File: src/rtl/toggle_pkg.sv
// Shared definitions for the toggle-encoded handshake blocks: FSM state
// encodings and the default data/counter widths.
package toggle_pkg;

    localparam int DATA_W = 8;
    localparam int CNT_W  = 16;

    localparam logic [1:0] ST_IDLE = 2'd0;
    localparam logic [1:0] ST_HOLD = 2'd1;
    localparam logic [1:0] ST_ACK  = 2'd2;

endpackage

File: src/rtl/toggle_edge_sync.sv
// Synchronises a toggle-encoded level into the local clock domain and turns
// each level inversion into a single-cycle event. The matching transmitter
// uses the same block to detect ack toggles.
module toggle_edge_sync #(
    parameter int SYNC_STAGES = 2
) (
    input  logic clk_i,
    input  logic rst_i,
    input  logic lvl_i,
    output logic ev_o
);

    logic [SYNC_STAGES-1:0] sync_q;
    logic                   prev_q;

    // Shift the level through the synchroniser and remember the last synchronised value
    always_ff @(posedge clk_i or posedge rst_i) begin
        if (rst_i) begin
            sync_q <= '0;
            prev_q <= 1'b0;
        end else begin
            sync_q[0] <= lvl_i;
            for (int i = 1; i < SYNC_STAGES; i++) begin
                sync_q[i] <= sync_q[i-1];
            end
            prev_q <= sync_q[SYNC_STAGES-1];
        end
    end

    assign ev_o = sync_q[SYNC_STAGES-1] ^ prev_q;

endmodule

File: src/rtl/toggle_rx.sv
// Receiver for the toggle-encoded handshake. Each req toggle captures one
// data word, presents it on a valid/ready port and, once accepted, inverts
// the ack level back to the sender. Counts completed transfers and raises a
// sticky overrun flag if req toggles while a transfer is still outstanding.
module toggle_rx #(
    parameter int DATA_W      = toggle_pkg::DATA_W,
    parameter int SYNC_STAGES = 2,
    parameter int CNT_W       = toggle_pkg::CNT_W
) (
    input  logic              clk,
    input  logic              reset,
    input  logic              req,
    input  logic [DATA_W-1:0] data_in,
    output logic [DATA_W-1:0] out_data,
    output logic              out_valid,
    input  logic              out_ready,
    output logic              ack,
    output logic [CNT_W-1:0]  xfer_cnt,
    output logic              overrun
);

    import toggle_pkg::*;

    logic              ev;
    logic [1:0]        state_q, state_d;
    logic [DATA_W-1:0] data_q, data_d;
    logic              valid_q, valid_d;
    logic              ack_q, ack_d;
    logic              ovr_q, ovr_d;
    logic [CNT_W-1:0]  cnt_q, cnt_d;

    toggle_edge_sync #(
        .SYNC_STAGES(SYNC_STAGES)
    ) u_edge_sync (
        .clk_i(clk),
        .rst_i(reset),
        .lvl_i(req),
        .ev_o (ev)
    );

    // Next-state logic: capture in IDLE, wait for the consumer in HOLD, toggle ack in ACK
    always_comb begin
        state_d = state_q;
        data_d  = data_q;
        valid_d = valid_q;
        ack_d   = ack_q;
        ovr_d   = ovr_q;
        cnt_d   = cnt_q;
        case (state_q)
            ST_IDLE: begin
                if (ev) begin
                    data_d  = data_in;
                    valid_d = 1'b1;
                    state_d = ST_HOLD;
                end
            end
            ST_HOLD: begin
                if (ev) begin
                    ovr_d = 1'b1;
                end
                if (valid_q && out_ready) begin
                    valid_d = 1'b0;
                    state_d = ST_ACK;
                end
            end
            ST_ACK: begin
                if (ev) begin
                    ovr_d = 1'b1;
                end
                ack_d   = ~ack_q;
                cnt_d   = cnt_q + 1'b1;
                state_d = ST_IDLE;
            end
            default: begin
                state_d = ST_IDLE;
            end
        endcase
    end

    // State, holding register, ack level, counter and sticky overrun flag
    always_ff @(posedge clk or posedge reset) begin
        if (reset) begin
            state_q <= ST_IDLE;
            data_q  <= '0;
            valid_q <= 1'b0;
            ack_q   <= 1'b0;
            ovr_q   <= 1'b0;
            cnt_q   <= '0;
        end else begin
            state_q <= state_d;
            data_q  <= data_d;
            valid_q <= valid_d;
            ack_q   <= ack_d;
            ovr_q   <= ovr_d;
            cnt_q   <= cnt_d;
        end
    end

    assign out_data  = data_q;
    assign out_valid = valid_q;
    assign ack       = ack_q;
    assign xfer_cnt  = cnt_q;
    assign overrun   = ovr_q;

endmodule
File: config.mk
export PLATFORM = sky130hd
export DESIGN_NAME = toggle_rx
export DESIGN_NICKNAME = d
export VERILOG_FILES = /design/src/rtl/toggle_pkg.sv /design/src/rtl/toggle_edge_sync.sv /design/src/rtl/toggle_rx.sv
export SDC_FILE = /design/constraint.sdc
export NUM_CORES = 1
export LEC_CHECK = 0
export CAP_MARGIN = 25
export CORE_MARGIN = 2
export CORE_UTILIZATION = 46
export DETAILED_ROUTE_END_ITERATION = 12
export PLACE_DENSITY = 0.83
export SLEW_MARGIN = 20
export SYNTH_ARGS = -nofsm -noshare
export SYNTH_HDL_FRONTEND = slang
export SYNTH_SLANG_ARGS = --single-unit
export TNS_END_PERCENT = 1
File: constraint.sdc
create_clock -name clk -period 1.53 [get_ports clk]
set_input_delay 0.306 -clock clk [delete_from_list [all_inputs] [get_ports clk]]
set_output_delay 0.306 -clock clk [all_outputs]
set_load 0.01 [all_outputs]
==> summary.md <==
| Metric | Value |
|---|---|
| Status | `finished, violations left` |
| Failing checks | `design-rule violations` |
| Post-synthesis mux area share | `8.98%` |
| Syn avg cell area | `13.4 um2` |
| Setup violations, final | `0` |
| # hold bufs at CTS | `0` |
| Most frequent cells in the layout | `28 x dfrtp_1, 27 x dlygate4sd2_1, 16 x buf_4, 13 x xor2_1` |
| Pre-CTS WS | `-96.4 ps` |
| Largest family of logic cells by synthesized area | `simple AND/OR/NAND/NOR gates` |
| Final wirelength | `2890 um` |
| Post-placement cell area | `1820 um2` |
| Number of synthesized flops with an enable pin | `0` |
| Residual DRC | `6` |
| Worst Path Required | `1750 ps` |
| Core Footprint | `2810 um2` |
| Worst Hold Class | `in2async` |
| Final Skew | `7.89 ps` |
| Slew headroom | `73.2%` |
| Crit-path most repeated cell | `inv_1` |
| Syn_nets | `121` |
| Die width | `58.8 um` |
| Multi-input gate area | `578 um2` |
| Nets | `181` |
| Post-synth ARST share | `100%` |
| Vias per std cell | `5.22` |
| VDD IR max | `0.868 mV` |
| Antenna Nets Post-Route | `0` |
| Final period util | `97.6%` |
| Startpoint types | `register` |
| Synth Area in Adders | `5.44%` |
| Chip Height | `58.8 um` |
| Ys Warns | `0` |
| Seq. cell area | `806 um2` |
| RSZ-0062 raised after global routing | `true` |
| Cts bufs inserted | `5` |
| Max Clk Rate | `669 MHz` |
| Clk sink count | `32` |
| Global Route Usage Sum | `18.4%` |
| CTS tree | `yes` |
| Syn Inst Count | `103` |
| Htree depth | `2` |
| Register area share after synthesis | `58.1%` |
| Compound-Gate Fraction of Synth Area | `2.54%` |
| Worst-path cell chain | `inv_1 > ha_1 > inv_1 > a2bb2oi_2 > mux2_2` |
| Hold Vio Cnt, Final | `0` |
| Critical-path top delay cell | `dfrtp_1` |
| Starting Density | `49.2%` |
| Slew @ Worst Pin | `402 ps` |
| Slew Viols, Final | `0` |
| PwrDens | `1580 nW/um2` |
| Max Root-Sink Buffers | `2` |
| Slowest stage delay, CP | `400 ps` |
| Die area | `3450 um2` |
| Rows | `19` |
| Minimum clock period | `1490 ps` |
| Detailed-route via count | `1017` |
| Detail-routed net length per standard cell | `14.8 um` |
| Top FF cell, synth | `dfrtp_1` |
| Critical path peak fanout | `4` |
| First-pass GRT wire length | `4660 um` |
| Yosys reg bits | `32` |
| Most common cell after layout, fill and taps aside | `dfrtp_1` |
| Unique cell type count in the Yosys netlist | `20` |
| Final GP Congestion | `0.791` |
| I/O pin cnt | `39` |
| GRT overflow | `0` |
| Total power | `3.15 mW` |
| Ant diodes | `0` |
| Layout cells sized above 1 | `28.7%` |
| Clk slew on worst S/H paths | `100 ps` |
| Worst-Skew Late Latency | `330 ps` |
| Filler cells | `210` |
| MaxCap Viol Count | `0` |
| Drt first-iter violations | `46` |
| DRT Pass-1 Iters | `8` |
| Final setup margin | `36.0 ps` |
| WP data arrival | `1720 ps` |
| Hpwl dp | `1950 um` |
| Pin count of the biggest net entering global routing | `33` |
| Port Buf Inserts | `38` |
| P&R area growth vs syn | `45.0%` |
| Initial antenna violation count | `0` |
| Root buffer cell | `clkbuf_4` |
| Leak | `1.02 nW` |
| Setup CP Type | `reg2reg` |
| Post-Synth Simple-Gate Area | `12.3%` |
| Fin area | `2000 um2` |
| Vias in the first global route | `1007` |
| Mapped Area | `1380 um2` |
| Xor/xnor share of the synthesized area | `10.8%` |
| Worst Setup End Kind | `register` |
[routing by layer]
layer,share of wire [%],GRT usage (%),vias up
met2,48,28.7,39
met3,8.6,6.81,3
met1,42,23.3,494
li1,-,-,481
met5,0,0,-
met4,0.97,6.82,0
[sequential cells by signal (all words and copies together), names as in the netlist]
signal	count
ack	1
out_data	8
out_valid	1
overrun	1
state_q	2
u_edge_sync.prev_q	1
u_edge_sync.sync_q	2
xfer_cnt	16
[area by class of cell]
type	count	share of cell area (%)
clock inverter	1	1.50
multi-input combinational	66	28.9
tap	31	1.94
sequential	32	40.3
timing repair buffer	54	23.3
clock buffer	7	3.25
inverter	4	0.751
[synth_stat cells (2+ instances only)]
library cell / instances / share of area, %
xnor2_1: 4 / 2.5
nor2_1: 3 / 0.82
dfrtp_1: 32 / 58
xor2_1: 13 / 8.3
nand2_1: 7 / 1.9
ha_1: 6 / 5.4
inv_1: 4 / 1.1
mux2_2: 11 / 9.0
nor3_1: 4 / 1.5
nand4_4: 2 / 3.1
nand4_1: 6 / 2.7
nor4_1: 3 / 1.4
[kinds of logic (layout without fill, tap and decap cells)]
kind of cell,Yosys count,count (layout)
flip-flops,32,32
AND/OR/NAND/NOR,27,27
XOR/XNOR,17,17
multiplexers,11,11
adder cells (fa/ha/maj),6,6
AO/OA/AOI/OAI,5,5
buffers and inverters,5,66
[through the flow]
stage	setup TNS (ps)	cells	util, %	hold WS, ps
after global routing	-268	195	71.3	369
after global placement	-2.10	176	65.0	337
after CTS	0	194	70.3	346
after floorplan	0	103	-	331
after detailed placement	-185	176	65.0	335
final	0	195	71.3	348
[final timing paths]
check | endpoint | from | depth (start not counted) | slack, ps
max in group asynchronous | xfer_cnt[0] | reset | 3 | 870
min in group clk | u_edge_sync.sync_q[1] | u_edge_sync.sync_q[0] | 0 | 360
worst max register to register | state_q[1] | state_q[1] | 5 | 40
worst max-delay path | state_q[1] | state_q[1] | 5 | 40
worst min register to register | u_edge_sync.sync_q[1] | u_edge_sync.sync_q[0] | 0 | 360
worst min-delay path | out_data[2] | reset | 3 | 350
[critical path, delay by kind of cell, from the launching register on]
family	cells	cell delay, ps
compound gates	1	200
fa+ha+maj	1	240
buf+inv	2	200
flops	1	400
mux	1	360
[what timing repair did]
| action | 4_1_cts | 5_1_grt |
|---|---|---|
| resized for setup | 32 | 4 |
| setup buffers | 10 | 1 |
| setup endpoints to repair | 29 | 11 |
| cloned | 0 | 0 |
[where the power goes]
part           leakage, nW  internal (mW)  switching (mW)
registers            0.393           1.08           0.134
logic                0.570          0.645           0.578
clock network       0.0515          0.434           0.285
total                 1.02           2.16           0.997
No activity file was read; power rests on OpenSTA's default activity.
